[config.mk]
export PLATFORM = sky130hd
export DESIGN_NAME = led_pwm_flat
export DESIGN_NICKNAME = d
export VERILOG_FILES = /design/src/rtl/led_pwm_pkg.sv /design/src/rtl/wb_if.sv /design/src/rtl/led_pwm_channel.sv /design/src/rtl/led_pwm.sv /design/src/flat_wrapper.sv
export SDC_FILE = /design/constraint.sdc
export NUM_CORES = 1
export LEC_CHECK = 0
export ABC_CLOCK_PERIOD_IN_PS = 7000
export CAP_MARGIN = 20
export CORE_ASPECT_RATIO = 1.5
export CORE_UTILIZATION = 58
export DETAILED_ROUTE_END_ITERATION = 8
export PLACE_DENSITY = 0.93
export SETUP_SLACK_MARGIN = 0.05
export SYNTH_ARGS = -nofsm -noshare
export SYNTH_HDL_FRONTEND = slang
export SYNTH_SLANG_ARGS = --single-unit
[constraint.sdc]
create_clock -name clk -period 7 [get_ports clk]
set_input_delay 1.4 -clock clk [delete_from_list [all_inputs] [get_ports clk]]
set_output_delay 1.4 -clock clk [all_outputs]
set_load 0.1 [all_outputs]
[src/rtl/led_pwm_pkg.sv]
// Shared types, register offsets and CH field layout for the LED controller.
package led_pwm_pkg;

    typedef enum logic [1:0] {
        LED_OFF   = 2'd0,
        LED_ON    = 2'd1,
        LED_PWM   = 2'd2,
        LED_BLINK = 2'd3
    } led_mode_e;

    localparam logic [7:0] LED_PRESCALE = 8'h00;
    localparam logic [7:0] LED_LEVEL    = 8'h04;
    localparam logic [7:0] LED_CH_BASE  = 8'h10;

    localparam int unsigned CH_MODE_LSB = 0;
    localparam int unsigned CH_DUTY_LSB = 8;
    localparam int unsigned CH_HALF_LSB = 16;

    function automatic logic [31:0] ch_word(led_mode_e mode, logic [7:0] duty, logic [7:0] half);
        logic [31:0] w;
        w = '0;
        w[CH_MODE_LSB +: 2] = mode;
        w[CH_DUTY_LSB +: 8] = duty;
        w[CH_HALF_LSB +: 8] = half;
        return w;
    endfunction

endpackage

[src/rtl/wb_if.sv]
// Wishbone pipelined bus bundle shared by the peripheral slaves.
interface wb_if (input logic clk);
    logic        rst;
    logic        cyc;
    logic        stb;
    logic        we;
    logic [31:0] adr;
    logic [31:0] dat_i;
    logic [31:0] dat_o;
    logic [3:0]  sel;
    logic        ack;
    logic        err;
    logic        stall;

    modport slave  (input clk, rst, cyc, stb, we, adr, dat_i, sel,
                    output dat_o, ack, err, stall);
    modport master (input clk, dat_o, ack, err, stall,
                    output rst, cyc, stb, we, adr, dat_i, sel);
endinterface

[src/rtl/led_pwm_channel.sv]
// One LED channel: blink counter/phase and the registered LED drive.
module led_pwm_channel
    import led_pwm_pkg::*;
(
    input  logic      clk,
    input  logic      rst_n,
    input  logic      tick,
    input  logic [7:0] pwm_cnt,
    input  led_mode_e mode,
    input  logic [7:0] duty,
    input  logic [7:0] half,
    input  logic      restart,
    output logic      led
);

    logic [7:0] cnt;
    logic [7:0] last;
    logic       phase;
    logic       nxt;

    // Half-period 0 is treated as 1 tick.
    always_comb last = (half == '0) ? '0 : half - 8'd1;

    always_comb begin
        nxt = 1'b0;
        case (mode)
            LED_OFF:   nxt = 1'b0;
            LED_ON:    nxt = 1'b1;
            LED_PWM:   nxt = (pwm_cnt < duty);
            LED_BLINK: nxt = phase;
            default:   nxt = 1'b0;
        endcase
    end

    always_ff @(posedge clk or negedge rst_n) begin
        if (!rst_n) begin
            cnt   <= '0;
            phase <= 1'b0;
            led   <= 1'b0;
        end else begin
            led <= nxt;
            if (restart) begin
                cnt   <= '0;
                phase <= 1'b1;
            end else if (tick) begin
                // >= keeps a shortened half-period from running the counter all the way round
                if (cnt >= last) begin
                    cnt   <= '0;
                    phase <= ~phase;
                end else begin
                    cnt <= cnt + 8'd1;
                end
            end
        end
    end

endmodule

[src/rtl/led_pwm.sv]
// Wishbone LED controller: register file, tick prescaler, shared PWM counter.
module led_pwm
    import led_pwm_pkg::*;
#(
    parameter int unsigned NCH = 4,
    parameter int unsigned PSW = 16
)(
    input  logic           clk,
    input  logic           rst_n,
    output logic [NCH-1:0] led,
    wb_if.slave            wb
);

    logic            valid;
    logic            wr;
    logic [5:0]      idx;
    logic [5:0]      ch_idx;
    logic            is_pre;
    logic            is_lvl;
    logic            is_ch;
    logic            hit;
    logic [31:0]     rdata;
    logic [NCH-1:0]  restart;

    logic [PSW-1:0]  prescale;
    logic [PSW-1:0]  psc_cnt;
    logic            tick;
    logic [7:0]      pwm_cnt;

    led_mode_e       mode_r [NCH];
    logic [7:0]      duty_r [NCH];
    logic [7:0]      half_r [NCH];

    logic            unused_ok;
    assign unused_ok = ^{wb.clk, wb.rst, wb.sel, wb.adr, wb.dat_i};
    assign wb.stall  = 1'b0;

    always_comb begin
        valid  = wb.cyc & wb.stb;
        wr     = valid & wb.we;
        idx    = wb.adr[7:2];
        ch_idx = idx - LED_CH_BASE[7:2];
        is_pre = (idx == LED_PRESCALE[7:2]);
        is_lvl = (idx == LED_LEVEL[7:2]);
        is_ch  = (idx >= LED_CH_BASE[7:2]) && (32'(ch_idx) < NCH);
        hit    = is_pre | is_lvl | is_ch;
    end

    always_comb begin
        rdata   = '0;
        restart = '0;
        if (is_pre) begin
            rdata[PSW-1:0] = prescale;
        end else if (is_lvl) begin
            rdata[NCH-1:0] = led;
        end
        for (int unsigned i = 0; i < NCH; i++) begin
            if (is_ch && 32'(ch_idx) == i) begin
                rdata      = ch_word(mode_r[i], duty_r[i], half_r[i]);
                restart[i] = wr;
            end
        end
    end

    assign tick = (psc_cnt == prescale);

    always_ff @(posedge clk or negedge rst_n) begin
        if (!rst_n) begin
            psc_cnt <= '0;
            pwm_cnt <= '0;
        end else begin
            // A PRESCALE write only restarts the count; it never adds a tick.
            if (tick || (wr && is_pre))
                psc_cnt <= '0;
            else
                psc_cnt <= psc_cnt + 1'b1;
            if (tick)
                pwm_cnt <= pwm_cnt + 8'd1;
        end
    end

    always_ff @(posedge clk or negedge rst_n) begin
        if (!rst_n) begin
            prescale <= '0;
            for (int unsigned i = 0; i < NCH; i++) begin
                mode_r[i] <= LED_OFF;
                duty_r[i] <= '0;
                half_r[i] <= '0;
            end
        end else begin
            if (wr && is_pre)
                prescale <= wb.dat_i[PSW-1:0];
            for (int unsigned i = 0; i < NCH; i++) begin
                if (restart[i]) begin
                    mode_r[i] <= led_mode_e'(wb.dat_i[CH_MODE_LSB +: 2]);
                    duty_r[i] <= wb.dat_i[CH_DUTY_LSB +: 8];
                    half_r[i] <= wb.dat_i[CH_HALF_LSB +: 8];
                end
            end
        end
    end

    always_ff @(posedge clk or negedge rst_n) begin
        if (!rst_n) begin
            wb.ack   <= 1'b0;
            wb.err   <= 1'b0;
            wb.dat_o <= '0;
        end else begin
            wb.ack   <= valid & hit;
            wb.err   <= valid & ~hit;
            wb.dat_o <= (valid && hit) ? rdata : '0;
        end
    end

    for (genvar g = 0; g < NCH; g++) begin : g_ch
        led_pwm_channel u_ch (
            .clk     (clk),
            .rst_n   (rst_n),
            .tick    (tick),
            .pwm_cnt (pwm_cnt),
            .mode    (mode_r[g]),
            .duty    (duty_r[g]),
            .half    (half_r[g]),
            .restart (restart[g]),
            .led     (led[g])
        );
    end

endmodule

[src/flat_wrapper.sv]
// flat-port wrapper written by rule: the top's interface ports become plain ports
module led_pwm_flat import led_pwm_pkg::*;
#(
    parameter int unsigned NCH = 4,
    parameter int unsigned PSW = 16
)
  (clk, rst_n, led, wb_rst, wb_cyc, wb_stb, wb_we, wb_adr, wb_dat_i, wb_sel, wb_dat_o, wb_ack, wb_err, wb_stall);
  wb_if wb_i (.clk(clk));
  input  logic clk;
  input  logic rst_n;
  output logic [NCH-1:0] led;
  input wire logic [$bits(wb_i.rst)-1:0] wb_rst;
  input wire logic [$bits(wb_i.cyc)-1:0] wb_cyc;
  input wire logic [$bits(wb_i.stb)-1:0] wb_stb;
  input wire logic [$bits(wb_i.we)-1:0] wb_we;
  input wire logic [$bits(wb_i.adr)-1:0] wb_adr;
  input wire logic [$bits(wb_i.dat_i)-1:0] wb_dat_i;
  input wire logic [$bits(wb_i.sel)-1:0] wb_sel;
  output wire logic [$bits(wb_i.dat_o)-1:0] wb_dat_o;
  output wire logic [$bits(wb_i.ack)-1:0] wb_ack;
  output wire logic [$bits(wb_i.err)-1:0] wb_err;
  output wire logic [$bits(wb_i.stall)-1:0] wb_stall;
  assign wb_i.rst = wb_rst;
  assign wb_i.cyc = wb_cyc;
  assign wb_i.stb = wb_stb;
  assign wb_i.we = wb_we;
  assign wb_i.adr = wb_adr;
  assign wb_i.dat_i = wb_dat_i;
  assign wb_i.sel = wb_sel;
  assign wb_dat_o = wb_i.dat_o;
  assign wb_ack = wb_i.ack;
  assign wb_err = wb_i.err;
  assign wb_stall = wb_i.stall;
  led_pwm #(.NCH(NCH), .PSW(PSW)) u_core (.clk(clk), .rst_n(rst_n), .led(led), .wb(wb_i));
endmodule
# ---- Word level (Yosys, flattened, before mapping)
# Cells that the tools add are included.
dict set report op_classes {
  n_addsub 11
  magnitude_cmp 10
  eq_ne 17
  mux 45
  n_bitwise 11
  reduce_logical 30
}
# cell n
set ops {}
lappend ops {{8-bit 2-to-1 mux} 16}
lappend ops {{24-bit 2-to-1 mux} 5}
lappend ops {{8-bit by 1-bit adder with 8-bit output, second input constant} 5}
lappend ops {{8-bit greater-or-equal comparator} 4}
lappend ops {{8-bit logical NOT} 4}
lappend ops {{8-bit < comparator} 4}
lappend ops {{8-bit by 1-bit subtractor with 8-bit output, second input constant} 4}
lappend ops {{16-bit by 1-bit adder with 16-bit output, second input constant} 1}
lappend ops {{16-bit equality test} 1}
lappend ops {{2-bit equality test, second input constant} 8}
lappend ops {{1-bit 2-to-1 mux} 16}
lappend ops {{16-bit 2-to-1 mux} 1}
lappend ops {{1-bit one-hot mux with 4 select lines} 4}
lappend ops {{2-bit nonzero test} 8}
lappend ops {{6-bit by 1-bit equality test with 1-bit output, second input constant} 2}
lappend ops {{6-bit by 2-bit equality test with 1-bit output, second input constant} 2}
lappend ops {{6-bit logical NOT} 2}
lappend ops {{12-bit 2-to-1 mux} 1}
lappend ops {{2-bit by 1-bit equality test with 1-bit output, second input constant} 4}
lappend ops {{2-bit logical NOT} 4}
lappend ops {{4-bit 2-to-1 mux} 2}
lappend ops {{2-bit AND reduction} 4}
lappend ops {{1-bit logical AND} 7}
lappend ops {{6-bit by 3-bit greater-or-equal comparator with 1-bit output, second input constant} 1}
lappend ops {{6 further kinds} 14}
dict set report word_totals {
  regBits 186
  out_inout_bits 39
}

# ---- Logic depth before layout (Yosys ltp)
# Gate-level depths: netlist of run 1.
dict set report logic_depth {
  ltp_word 9
  mapped_depth 13
  ltp_nobuf 13
}

# ---- Modules after synthesis
# Synthesis of run 1 repeated with hierarchy kept, for this count alone.
dict set report unflattened {
  hier_cells 965
  hier_area_um2 10216.0
}
# mod instances cells_each area_each_um2 seq_area_each_um2
set modules_own_cells {}
lappend modules_own_cells {led_pwm 1 486 6199.7 3453.3}
lappend modules_own_cells {{led_pwm_channel (u_core.g_ch[1].u_ch ...)} 3 119 1003.5 250.2}
lappend modules_own_cells {{led_pwm_channel (u_core.g_ch[0].u_ch)} 1 122 1006.0 250.2}

# ---- Least setup slack after synthesis of run 1
# No wires, ideal clock.
dict set report synth_timing {
  path_kind {register to register}
  start {reg u_core.half_r[8] in the netlist's numbering}
  end {reg u_core.g_ch[2].u_ch.cnt[3]}
  setup_ns 0.083
  arrival_ns 3.234
  required_ns 6.917
  setup_slack_ns 3.683
  stages_incl_launch_ff 14
  path_buffers 0
  synth_period_minus_slack_ns 3.317
  cell_sequence {dfrtp_1 inv_1 ha_1 nand2_1 or3_1 or3_1 and2_1 ha_1 nor3b_1 o21ai_0 a21oi_1 nand2_1 or4_1 o21ai_0}
}
dict set report synth_via {
  elab_chain_cells 6
  word_cells_on_any_way 7
}
# item line_no
set synth_lines {}
lappend synth_lines {{start: declaration} led_pwm.sv:32} ;# logic [7:0] half_r [NCH];
lappend synth_lines {{start signal: indexed assignment} led_pwm.sv:97} ;# half_r[i] <= wb.dat_i[CH_HALF_LSB +: 8];
lappend synth_lines {{8-bit by 1-bit subtractor with 8-bit output / 8-bit logical NOT (equally long branches)} led_pwm_channel.sv:22} ;# always_comb last = (half == '0) ? '0 : half - 8'd1;
lappend synth_lines {{8-bit 2-to-1 mux (*)} led_pwm_channel.sv:22}
lappend synth_lines {{8-bit greater-or-equal comparator (*)} led_pwm_channel.sv:47} ;# if (cnt >= last) begin
lappend synth_lines {{8-bit 2-to-1 mux (*)} led_pwm_channel.sv:47}
lappend synth_lines {{8-bit 2-to-1 mux (*)} led_pwm_channel.sv:45} ;# end else if (tick) begin
lappend synth_lines {{8-bit 2-to-1 mux (*)} led_pwm_channel.sv:42} ;# if (restart) begin
lappend synth_lines {{end signal: assignment} led_pwm_channel.sv:51} ;# cnt <= cnt + 8'd1;
lappend synth_lines {{end: declaration} led_pwm_channel.sv:16} ;# logic [7:0] cnt;
# Every way passes the cells marked *; elsewhere a longest branch is shown, timed or not. The select of a mux whose other input is x is not followed.
# A chain may end at the register's enable or synchronous reset.

# ---- Worst setup path in the final report of run 1
dict set report layout_timing {
  start {in wb_adr[4]}
  end {reg u_core.g_ch[1].u_ch.cnt[7]}
}
dict set report layout_via {
  elab_chain_cells 6
  word_cells_on_any_way 9
}
# item line_no
set layout_lines {}
lappend layout_lines {{start: declaration} flat_wrapper.sv:16} ;# input wire logic [$bits(wb_i.adr)-1:0] wb_adr;
lappend layout_lines {{6-bit by 3-bit subtractor with 6-bit output} led_pwm.sv:42} ;# ch_idx = idx - LED_CH_BASE[7:2];
lappend layout_lines {{6-bit by 3-bit < comparator with 1-bit output} led_pwm.sv:45} ;# is_ch = (idx >= LED_CH_BASE[7:2]) && (32'(ch_idx) < NCH);
lappend layout_lines {{1-bit logical AND} led_pwm.sv:45}
lappend layout_lines {{1-bit logical AND (*)} led_pwm.sv:58} ;# if (is_ch && 32'(ch_idx) == i) begin
lappend layout_lines {{1-bit 2-to-1 mux (*)} led_pwm.sv:58}
lappend layout_lines {{8-bit 2-to-1 mux / 2-bit nonzero test (equally long branches)} --}
lappend layout_lines {{end signal: assignment} led_pwm_channel.sv:51}
lappend layout_lines {{end: declaration} led_pwm_channel.sv:16}
# Every way passes the cells marked *; elsewhere a longest branch is shown, timed or not.

==> flow_summary.yaml, run 1 <==
cts:
  clock-root-buffer: "clkbuf_16"
  h-tree-depth: 4
  numCtsBuffers: 17
  tritoncts: "done"
  cts_resized: 0
  clk_pin_slew_ns: 0.06
  clk-insertion-delay-late_ns: 0.44
  cts-hold-fix-buffers: 0
  cts_max_path_buffers: 2
  cts_setup_buffers: 0
  cts.sinks: 178
setup_path:
  worstPathArrival_ns: 4.74
  slowest_stage: "clkdlybuf4s50_1"
  end_kind: "register"
  crit_fanout: 24
  slowest_delay_ns: 0.84
  crit_chain: "clkdlybuf4s50_1, nand2b_1, nor2_1, nand3_1, buf_4, o21ai_0, o21bai_1, a311oi_1"
  crit_type: "in2reg"
  cp-start-kind: "primary input"
  worst_ep_required_time_ns: 7.27
floorplanning:
  start_util: 0.595
  chipHeight_um: 163
  core-area_um2: 16800
  die_area_um2: 17800
  fp-row-count: 58
  die-width_um: 109
  num_io_pins: 113
placed_design:
  gp_congestion: 0.877
  numPortBuffers: 64
  post-dp-hpwl_um: 17600
detailed_routing:
  dr.pass1.iters: 8
  drtIter0Drc: 915
  wl_per_cell_um: 19.5
  drc_errors: 0
  ant_nets: 0
  drt-total-wl_um: 26700
  viasPerCell: 6.37
  vias: 8736
grt:
  grt-ovfl-total: 0
  antenna_found_initial: 0
  first_global_vias: 8909
  grt_max_degree: 96
  grtUsageTotal: 0.311
  grt_pass1_wl_um: 42500
logic_synthesis:
  synth_edf_count: 0
  syn_area_um2: 10000
  synth_cells: 1102
  ys_seq_area_frac: 0.445
  synthTopCellsByCount: "212 x nand2_1, 178 x dfrtp_1, 74 x nor2_1"
  ys_types: 51
  synthMostInstantiatedCell: "nand2_1"
  synth_top_cell_by_area: "dfrtp_1"
  ys_top_cells_by_area: "dfrtp_1 44%, ha_1 8.7%, nand2_1 7.9%"
  async_reset_ff_frac: 1.00
  synth_top_area_share: 0.445
  yosysWarningCount: 0
  synth_area_per_cell_um2: 9.08
  synth-seq-cells: 178
  synth_flop_cell: "dfrtp_1"
timing:
  hold_violations: 0
  fin_skew_ns: 0.00922
  worst_slew_margin_rel: 0.274
  rsz0062_at_grt: "no"
  post-route-period-util: 0.639
  slew_violations: 0
  tns_ns: 0
  timing.fmax_ghz: 0.224
  min_period_ns: 4.47
  worst_pin_slew_ns: 1.09
  setup_viol: 0
flow_run:
  maxCapViolations: 0
power:
  p_clk_frac: 0.339
  p_leak_nw: 5.46
  internal-power_mw: 1.99
  p_sw_frac: 0.338
  pwr-share-seq: 0.427
  switchingPower_mw: 1.01
  combPwrFrac: 0.234
  ir_drop_mv: 0.254
  p_per_area_nw_per_um2: 263
final_layout:
  syn_to_final_growth_pct: 13.8
  fin_nets: 1293
  diodes: 0
  final_core_util: 0.677
  drive_gt1_frac: 0.0766
run_status:
  outcome: "completed"
worst_hold_path:
  hold_path_class: "reg2reg"
==> per-stage QoR <==
| step | setup WS [ns] | instance area (um^2) | instances | hold slack [ns] | total power, mW |
|---|---|---|---|---|---|
| after detailed placement | 2.33 | 10700 | 1338 | 0.492 | 1.97 |
| after global placement | 2.39 | 10700 | 1338 | 0.483 | 1.92 |
| after global routing | 2.34 | 11400 | 1372 | 0.526 | 3.13 |
| after CTS | 2.70 | 11300 | 1370 | 0.505 | 2.98 |
| after floorplan | 3.68 | 10000 | 1110 | 0.463 | 1.75 |
| final | 2.53 | 11400 | 1372 | 0.504 | 3.00 |
==> metal layers <==
layer / vias up / routed length, um / GRT usage
met2: 475 / 13500 / 0.527
met3: 130 / 1790 / 0.0660
li1: 3899 / - / -
met5: - / 0 / 0
met4: 0 / 1520 / 0.225
met1: 4232 / 9900 / 0.339
==> state kept, by name, summed over array words and instances, names as in the netlist <==
name / flops
u_core.g_ch.u_ch.cnt: 32
u_core.mode_r: 8
u_core.prescale: 16
u_core.half_r: 32
u_core.wb.err: 1
u_core.wb.dat_o: 24
u_core.wb.ack: 1
u_core.g_ch.u_ch.phase: 4
u_core.g_ch.u_ch.led: 4
u_core.pwm_cnt: 8
u_core.psc_cnt: 16
u_core.duty_r: 32
==> worst max-delay path, delay by kind of cell <==
family	cells	cell delay, ns
AOI/OAI and AO/OA	3	0.29
buffers and inverters	2	1.31
and+or+nand+nor	3	1.73
==> power groups by stage <==
stage          registers, mW  clock network [mW]  logic, mW
2_1_floorplan           1.25                   0      0.496
3_3_place_gp            1.28                   0      0.635
3_5_place_dp            1.29                   0      0.676
4_1_cts                 1.27                1.01      0.693
5_1_grt                 1.30                1.05      0.783
6_report                1.28                1.02      0.702
==> final cells by class <==
class / instances / area (um^2)
fillers: 1141 / 5450
multi-input cells: 829 / 5130
flip-flops and latches: 178 / 4450
repair buffers: 72 / 729
clock buffers: 19 / 453
well taps: 210 / 263
inverters: 51 / 191
clock inverters: 13 / 170
==> logic make-up (layout without fill, tap and decap cells) <==
| logic type | count (synthesis) | after routing | share of synthesized area |
|---|---|---|---|
| AO/OA/AOI/OAI | 204 | 204 | 0.119 |
| XOR/XNOR | 52 | 52 | 0.0455 |
| adder cells (fa/ha/maj) | 70 | 70 | 0.0875 |
| buffers and inverters | 103 | 155 | 0.0466 |
| flip-flops | 178 | 178 | 0.445 |
| multiplexers | 42 | 42 | 0.0462 |
| other | 1 | 9 | 0.000375 |
| AND/OR/NAND/NOR | 452 | 452 | 0.210 |
==> cell usage in the layout (no fill, tap or decap), types with 34 or more instances in the layout <==
cell             count
o21ai_0             69
ha_1                70
nand2_1            212
nor2_1              73
clkdlybuf4s50_1     63
xor2_1              34
dfrtp_1            178
mux2_2              34
a21oi_1             69
inv_1               51
==> path summary, 6_finish.rpt <==
kind                                          startpoint                                      to  slack [ns]  depth (start not counted)
min                        u_core.duty_r[24]$_DFFE_PN0P_           u_core.duty_r[24]$_DFFE_PN0P_        0.50                          2
max                                            wb_adr[4]  u_core.g_ch[1].u_ch.cnt[7]$_DFFE_PN0P_        2.53                          8
max reg2reg                 u_core.half_r[9]$_DFFE_PN0P_  u_core.g_ch[2].u_ch.cnt[5]$_DFFE_PN0P_        3.00                         13
min reg2reg                u_core.duty_r[24]$_DFFE_PN0P_           u_core.duty_r[24]$_DFFE_PN0P_        0.50                          2
min in group asynchronous                          rst_n  u_core.g_ch[0].u_ch.cnt[6]$_DFFE_PN0P_        1.00                          1
max in group asynchronous                          rst_n            u_core.psc_cnt[13]$_DFF_PN0_        4.84                          3
(Power assumes the default switching activity.)
==> inputs of run 2 (changes only) <==
Settings changed: ABC_CLOCK_PERIOD_IN_PS 7000 to 3750, CORE_UTILIZATION 58 to 52, PLACE_DENSITY 0.93 to 0.89.
Clock period 7 ns to 3.75 ns, I/O delays scaled along.
==> flow_summary.yaml, run 2 (same netlist as run 1, synthesis figures left out) <==
run_status:
  outcome: "completed"
timing:
  min_period_ns: 3.44
  hold_violations: 0
  setup_viol: 0
  rsz0062_at_grt: "no"
  worst_pin_slew_ns: 1.00
  slew_violations: 0
  fin_skew_ns: 0.0129
  timing.fmax_ghz: 0.291
  post-route-period-util: 0.917
  whs_ns: 0.301
  worst_slew_margin_rel: 0.330
  tns_ns: 0
detailed_routing:
  vias: 8788
  ant_nets: 0
  drtIter0Drc: 653
  wl_met2_um: 13800
  wl_met1_um: 9460
  drc_errors: 0
  dr.pass1.iters: 7
  top_layer: "met4"
  drt-total-wl_um: 26700
  viasPerCell: 6.13
  wl_per_cell_um: 18.6
  met3_length_um: 1550
floorplanning:
  start_util: 0.535
  fp-row-count: 61
  die_area_um2: 19800
  chipHeight_um: 172
  core-area_um2: 18700
  die-width_um: 115
  num_io_pins: 113
final_layout:
  fin_cells: 1434
  stdcell_area_um2: 11600
  final_cell_mix: "212 x nand2_1, 178 x dfrtp_1, 73 x nor2_1, 70 x ha_1"
  fin_nets: 1313
  mostFrequentLayoutCell: "nand2_1"
  syn_to_final_growth_pct: 15.7
  fillCellCount: 1396
  drive_gt1_frac: 0.0922
  diodes: 0
  reg_top3: "u_core.duty_r x32, u_core.g_ch.u_ch.cnt x32, u_core.half_r x32"
setup_path:
  crit_fanout: 7
  cp-start-kind: "register"
  crit_type: "reg2reg"
  r2r_slack_ns: 0.31
  worst_ep_required_time_ns: 4.13
  end_kind: "register"
  worstPathArrival_ns: 3.82
cts:
  cts-hold-fix-buffers: 0
  cts_resized: 0
  cts_max_path_buffers: 2
  tritoncts: "done"
  numCtsBuffers: 17
  clk_pin_slew_ns: 0.08
  h-tree-depth: 4
  clock-root-buffer: "clkbuf_16"
  cts_setup_buffers: 0
  clk-insertion-delay-late_ns: 0.45
  cts.sinks: 178
grt:
  grtUsageTotal: 0.289
  grt-ovfl-total: 0
  antenna_found_initial: 0
  grt_pass1_wl_um: 43800
  grt_max_degree: 73
  first_global_vias: 9088
power:
  p_per_area_nw_per_um2: 485
  p_leak_nw: 5.54
  p_total_mw: 5.62
  ir_drop_mv: 0.347
placed_design:
  dpl.cell_count: 1402
  post-dp-hpwl_um: 18800
  numPortBuffers: 64
  gp_congestion: 0.884
  placed_cell_area_um2: 11000
flow_run:
  maxCapViolations: 0
worst_hold_path:
  hold_path_class: "in2async"
## run 2: cell count changes in the layout (fill, tap and decap cells not counted), sizes merged
cell / delta
clkbuf: -2
buf: +20
inv: +3
clkinv: +1
bufinv: -2
## run 2: critical path, cell delays in order (launching register included)
cell,delay [ns]
dfrtp_1,0.45
nor4_1,0.41
nand2_1,0.14
or3_1,0.42
and2_1,0.22
ha_1,0.27
nor3b_1,0.19
o21ai_0,0.19
a21oi_1,0.34
nand2_4,0.12
or4_1,0.47
a21oi_1,0.15
## run 2: where the power goes
part | internal [mW] | total, mW | switching, mW
Combinational | 0.541 | 1.38 | 0.837
Sequential | 2.12 | 2.40 | 0.276
Clock | 0.965 | 1.85 | 0.882
Total | 3.63 | 5.62 | 1.99
## run 2: metrics by stage
stage	worst slack, ns	utilization
2_1_floorplan	0.433	-
3_3_place_gp	0.518	0.586
3_5_place_dp	0.423	0.586
4_1_cts	0.351	0.619
5_1_grt	0.101	0.619
6_report	0.310	0.619
## run 2: worst paths after layout
check,end,depth (start not counted),from
max in group asynchronous,u_core.g_ch[2].u_ch.cnt[1]$_DFFE_PN0P_,2,rst_n
hold / removal,u_core.g_ch[0].u_ch.cnt[0]$_DFFE_PN0P_,1,rst_n
hold reg to reg,u_core.g_ch[0].u_ch.led$_DFF_PN0_,1,u_core.mode_r[6]$_DFFE_PN0P_
setup reg to reg,u_core.g_ch[3].u_ch.cnt[7]$_DFFE_PN0P_,11,u_core.half_r[5]$_DFFE_PN0P_
min in group clk,u_core.g_ch[0].u_ch.led$_DFF_PN0_,1,u_core.mode_r[6]$_DFFE_PN0P_
setup / recovery,u_core.g_ch[3].u_ch.cnt[7]$_DFFE_PN0P_,11,u_core.half_r[5]$_DFFE_PN0P_
## run 2: metal layers
layer / vias up / track usage
met3: 167 / 0.0540
li1: 3945 / -
met5: - / 0
met4: 0 / 0.221
met2: 441 / 0.511
met1: 4235 / 0.300
## run 2: cell type report
class	count	area, um^2	area share
tap	252	315	0.0272
clock buffer	17	425	0.0367
sequential	178	4450	0.385
inverter	51	191	0.0165
clock inverter	15	190	0.0164
multi-input combinational	829	5130	0.443
timing repair buffer	92	877	0.0757
==> inputs of run 3 (changes only) <==
Settings changed: ABC_CLOCK_PERIOD_IN_PS 3750 to 3000, CORE_UTILIZATION 52 to 58, DONT_BUFFER_PORTS set to 1, PLACE_DENSITY 0.89 to 0.87.
Clock period 3.75 ns to 3 ns, I/O delays scaled along.
==> flow_summary.yaml, run 3 (same netlist as run 1, synthesis figures left out) <==
detailed_routing:
  drc_errors: 0
  wl_per_cell_um: 19.9
  ant_nets: 0
  dr.pass1.iters: 5
  drtIter0Drc: 749
  viasPerCell: 6.39
  drt-total-wl_um: 26900
  vias: 8641
power:
  p_per_area_nw_per_um2: 617
  internal-power_mw: 4.52
  p_total_mw: 6.97
  p_sw_frac: 0.352
  p_leak_nw: 5.47
  p_clk_frac: 0.315
  switchingPower_mw: 2.45
  ir_drop_mv: 0.542
  pwr-share-seq: 0.437
  combPwrFrac: 0.248
final_layout:
  drive_gt1_frac: 0.163
  reg_top3: "u_core.duty_r x32, u_core.g_ch.u_ch.cnt x32, u_core.half_r x32"
  fin_cells: 1352
  syn_to_final_growth_pct: 12.9
  final_cell_mix: "209 x nand2_1, 177 x dfrtp_1, 72 x nor2_1, 63 x ha_1, 62 x a21oi_1"
  mostFrequentLayoutCell: "nand2_1"
  fin_nets: 1273
  diodes: 0
  fillCellCount: 1170
timing:
  setup_slack_ns: 0.0368
  hold_violations: 178
  worst_pin_slew_ns: 0.981
  timing.fmax_ghz: 0.337
  slew_violations: 0
  rsz0062_at_grt: "yes"
  worst_slew_margin_rel: 0.346
  fin_skew_ns: 0.0102
  whs_ns: -0.166
  tns_ns: 0
  post-route-period-util: 0.988
  min_period_ns: 2.96
  setup_viol: 0
setup_path:
  crit_fanout: 6
  rr_endpoint: "u_core.g_ch[3].u_ch.phase$_DFFE_PN0P_"
  worstPathArrival_ns: 3.26
  reg2reg_depth: 12
  worst_ep_required_time_ns: 3.29
  crit_type: "reg2reg"
  slowest_delay_ns: 0.41
  worst_path_most_repeated_cell: "buf_4"
  r2r-start: "u_core.half_r[3]$_DFFE_PN0P_"
  crit_buf_inv: 2
  crit_chain: "buf_4, nor2_1, nor4b_2, xor2_1, nand2_2, ha_4, nand2_1, nor3_1, a21oi_2, buf_4, o21ai_0, nand3_1"
  slowest_stage: "dfrtp_1"
  critPathTopFamily: "simple AND/OR/NAND/NOR gates"
  r2r_slack_ns: 0.04
  end_kind: "register"
  cp-start-kind: "register"
placed_design:
  dpl.cell_count: 1304
  post-dp-hpwl_um: 17500
  numPortBuffers: 0
  pre_cts_ws_ns: -0.0453
  gp_congestion: 0.880
cts:
  tritoncts: "done"
  clk_pin_slew_ns: 0.08
  clk-insertion-delay-late_ns: 0.45
  cts.sinks: 178
  cts_max_path_buffers: 2
  h-tree-depth: 4
  clock-root-buffer: "clkbuf_16"
  numCtsBuffers: 17
run_status:
  violations: "hold timing"
  outcome: "finished with violations"
grt:
  grtUsageTotal: 0.311
  gr-usage-met2: 0.533
  grt_max_degree: 179
  use_met3: 0.0688
  grt_pass1_wl_um: 42500
  grt-ovfl-total: 0
  grt-busiest-layer: "met2"
  first_global_vias: 8812
  antenna_found_initial: 0
  grtUsageMet1: 0.341
floorplanning:
  fp-row-count: 58
  num_io_pins: 113
  die-width_um: 109
  core-area_um2: 16800
  start_util: 0.595
  die_area_um2: 17800
  chipHeight_um: 163
worst_hold_path:
  hold_path_class: "in2async"
flow_run:
  maxCapViolations: 0
[run 3: cell count changes in the layout (fill, tap and decap cells not counted), moves of 5 or more]
cell	delta
clkdlybuf4s50_1	-63
ha_4	+7
buf_4	+24
a21oi_1	-7
or3_1	-6
o21ai_1	+8
ha_1	-7
o21ai_2	+7
inv_2	+5
o21ai_0	-15
or3_4	+6
inv_1	-5
a21oi_2	+6
[run 3: layout make-up]
type	instances	area (um^2)	share of cell area
clock buffer	18	439	0.0388
clock inverter	14	133	0.0117
inverter	51	191	0.0169
multi-input combinational	829	5420	0.479
sequential	178	4460	0.394
tap	210	263	0.0232
timing repair buffer	52	407	0.0360
[run 3: worst reg2reg max path: stages, from the launching register on]
cell     delay, ns
dfrtp_1       0.41
buf_4         0.17
nor2_1        0.15
nor4b_2       0.26
xor2_1        0.30
nand2_2       0.12
ha_4          0.30
nand2_1       0.07
nor3_1        0.34
a21oi_2       0.14
buf_4         0.19
o21ai_0       0.25
nand3_1       0.12
[run 3: worst max path at each step]
stage	end	cells after the start	slack (ns)	from
after floorplan	u_core.g_ch[1].u_ch.cnt[7]$_DFFE_PN0P_	12	0.05	u_core.half_r[16]$_DFFE_PN0P_
after global placement	u_core.g_ch[3].u_ch.cnt[7]$_DFFE_PN0P_	11	0.07	u_core.half_r[5]$_DFFE_PN0P_
after detailed placement	u_core.g_ch[3].u_ch.cnt[7]$_DFFE_PN0P_	11	-0.05	u_core.half_r[5]$_DFFE_PN0P_
after CTS	u_core.g_ch[2].u_ch.cnt[6]$_DFFE_PN0P_	13	0.05	u_core.half_r[9]$_DFFE_PN0P_
after global routing	u_core.g_ch[3].u_ch.phase$_DFFE_PN0P_	12	-0.13	u_core.half_r[3]$_DFFE_PN0P_
final	u_core.g_ch[3].u_ch.phase$_DFFE_PN0P_	12	0.04	u_core.half_r[3]$_DFFE_PN0P_
[run 3: power by group through the flow]
stage | Clock [mW] | Sequential (mW) | Combinational, mW
CTS | 2.20 | 3.02 | 1.56
detailed placement | 0 | 3.07 | 1.51
global route | 2.31 | 3.08 | 1.92
floorplan | 0 | 2.93 | 1.20
global placement | 0 | 3.05 | 1.43
finish | 2.19 | 3.05 | 1.73
[run 3: what timing repair did]
action | 4_1_cts | 5_1_grt
pin swaps | 9 | 33
resized for setup | 5 | 49
endpoints found under the setup margin | 16 | 24
setup buffers | 7 | 9
endpoints found under the hold margin | 178 | 178
[run 3: through the flow]
step	cell area [um^2]	utilization
6_report	11300	0.672
5_1_grt	11300	0.672
4_1_cts	11000	0.656
3_5_place_dp	10400	0.618
3_3_place_gp	10400	0.618
2_1_floorplan	10100	-
[run 3: routing by layer]
layer  wire length, um  vias to the layer above
met1              9520                     4218
met3              2080                      137
met4              1580                        0
li1                  -                     3867
met2             13800                      419
met5                 0                        -
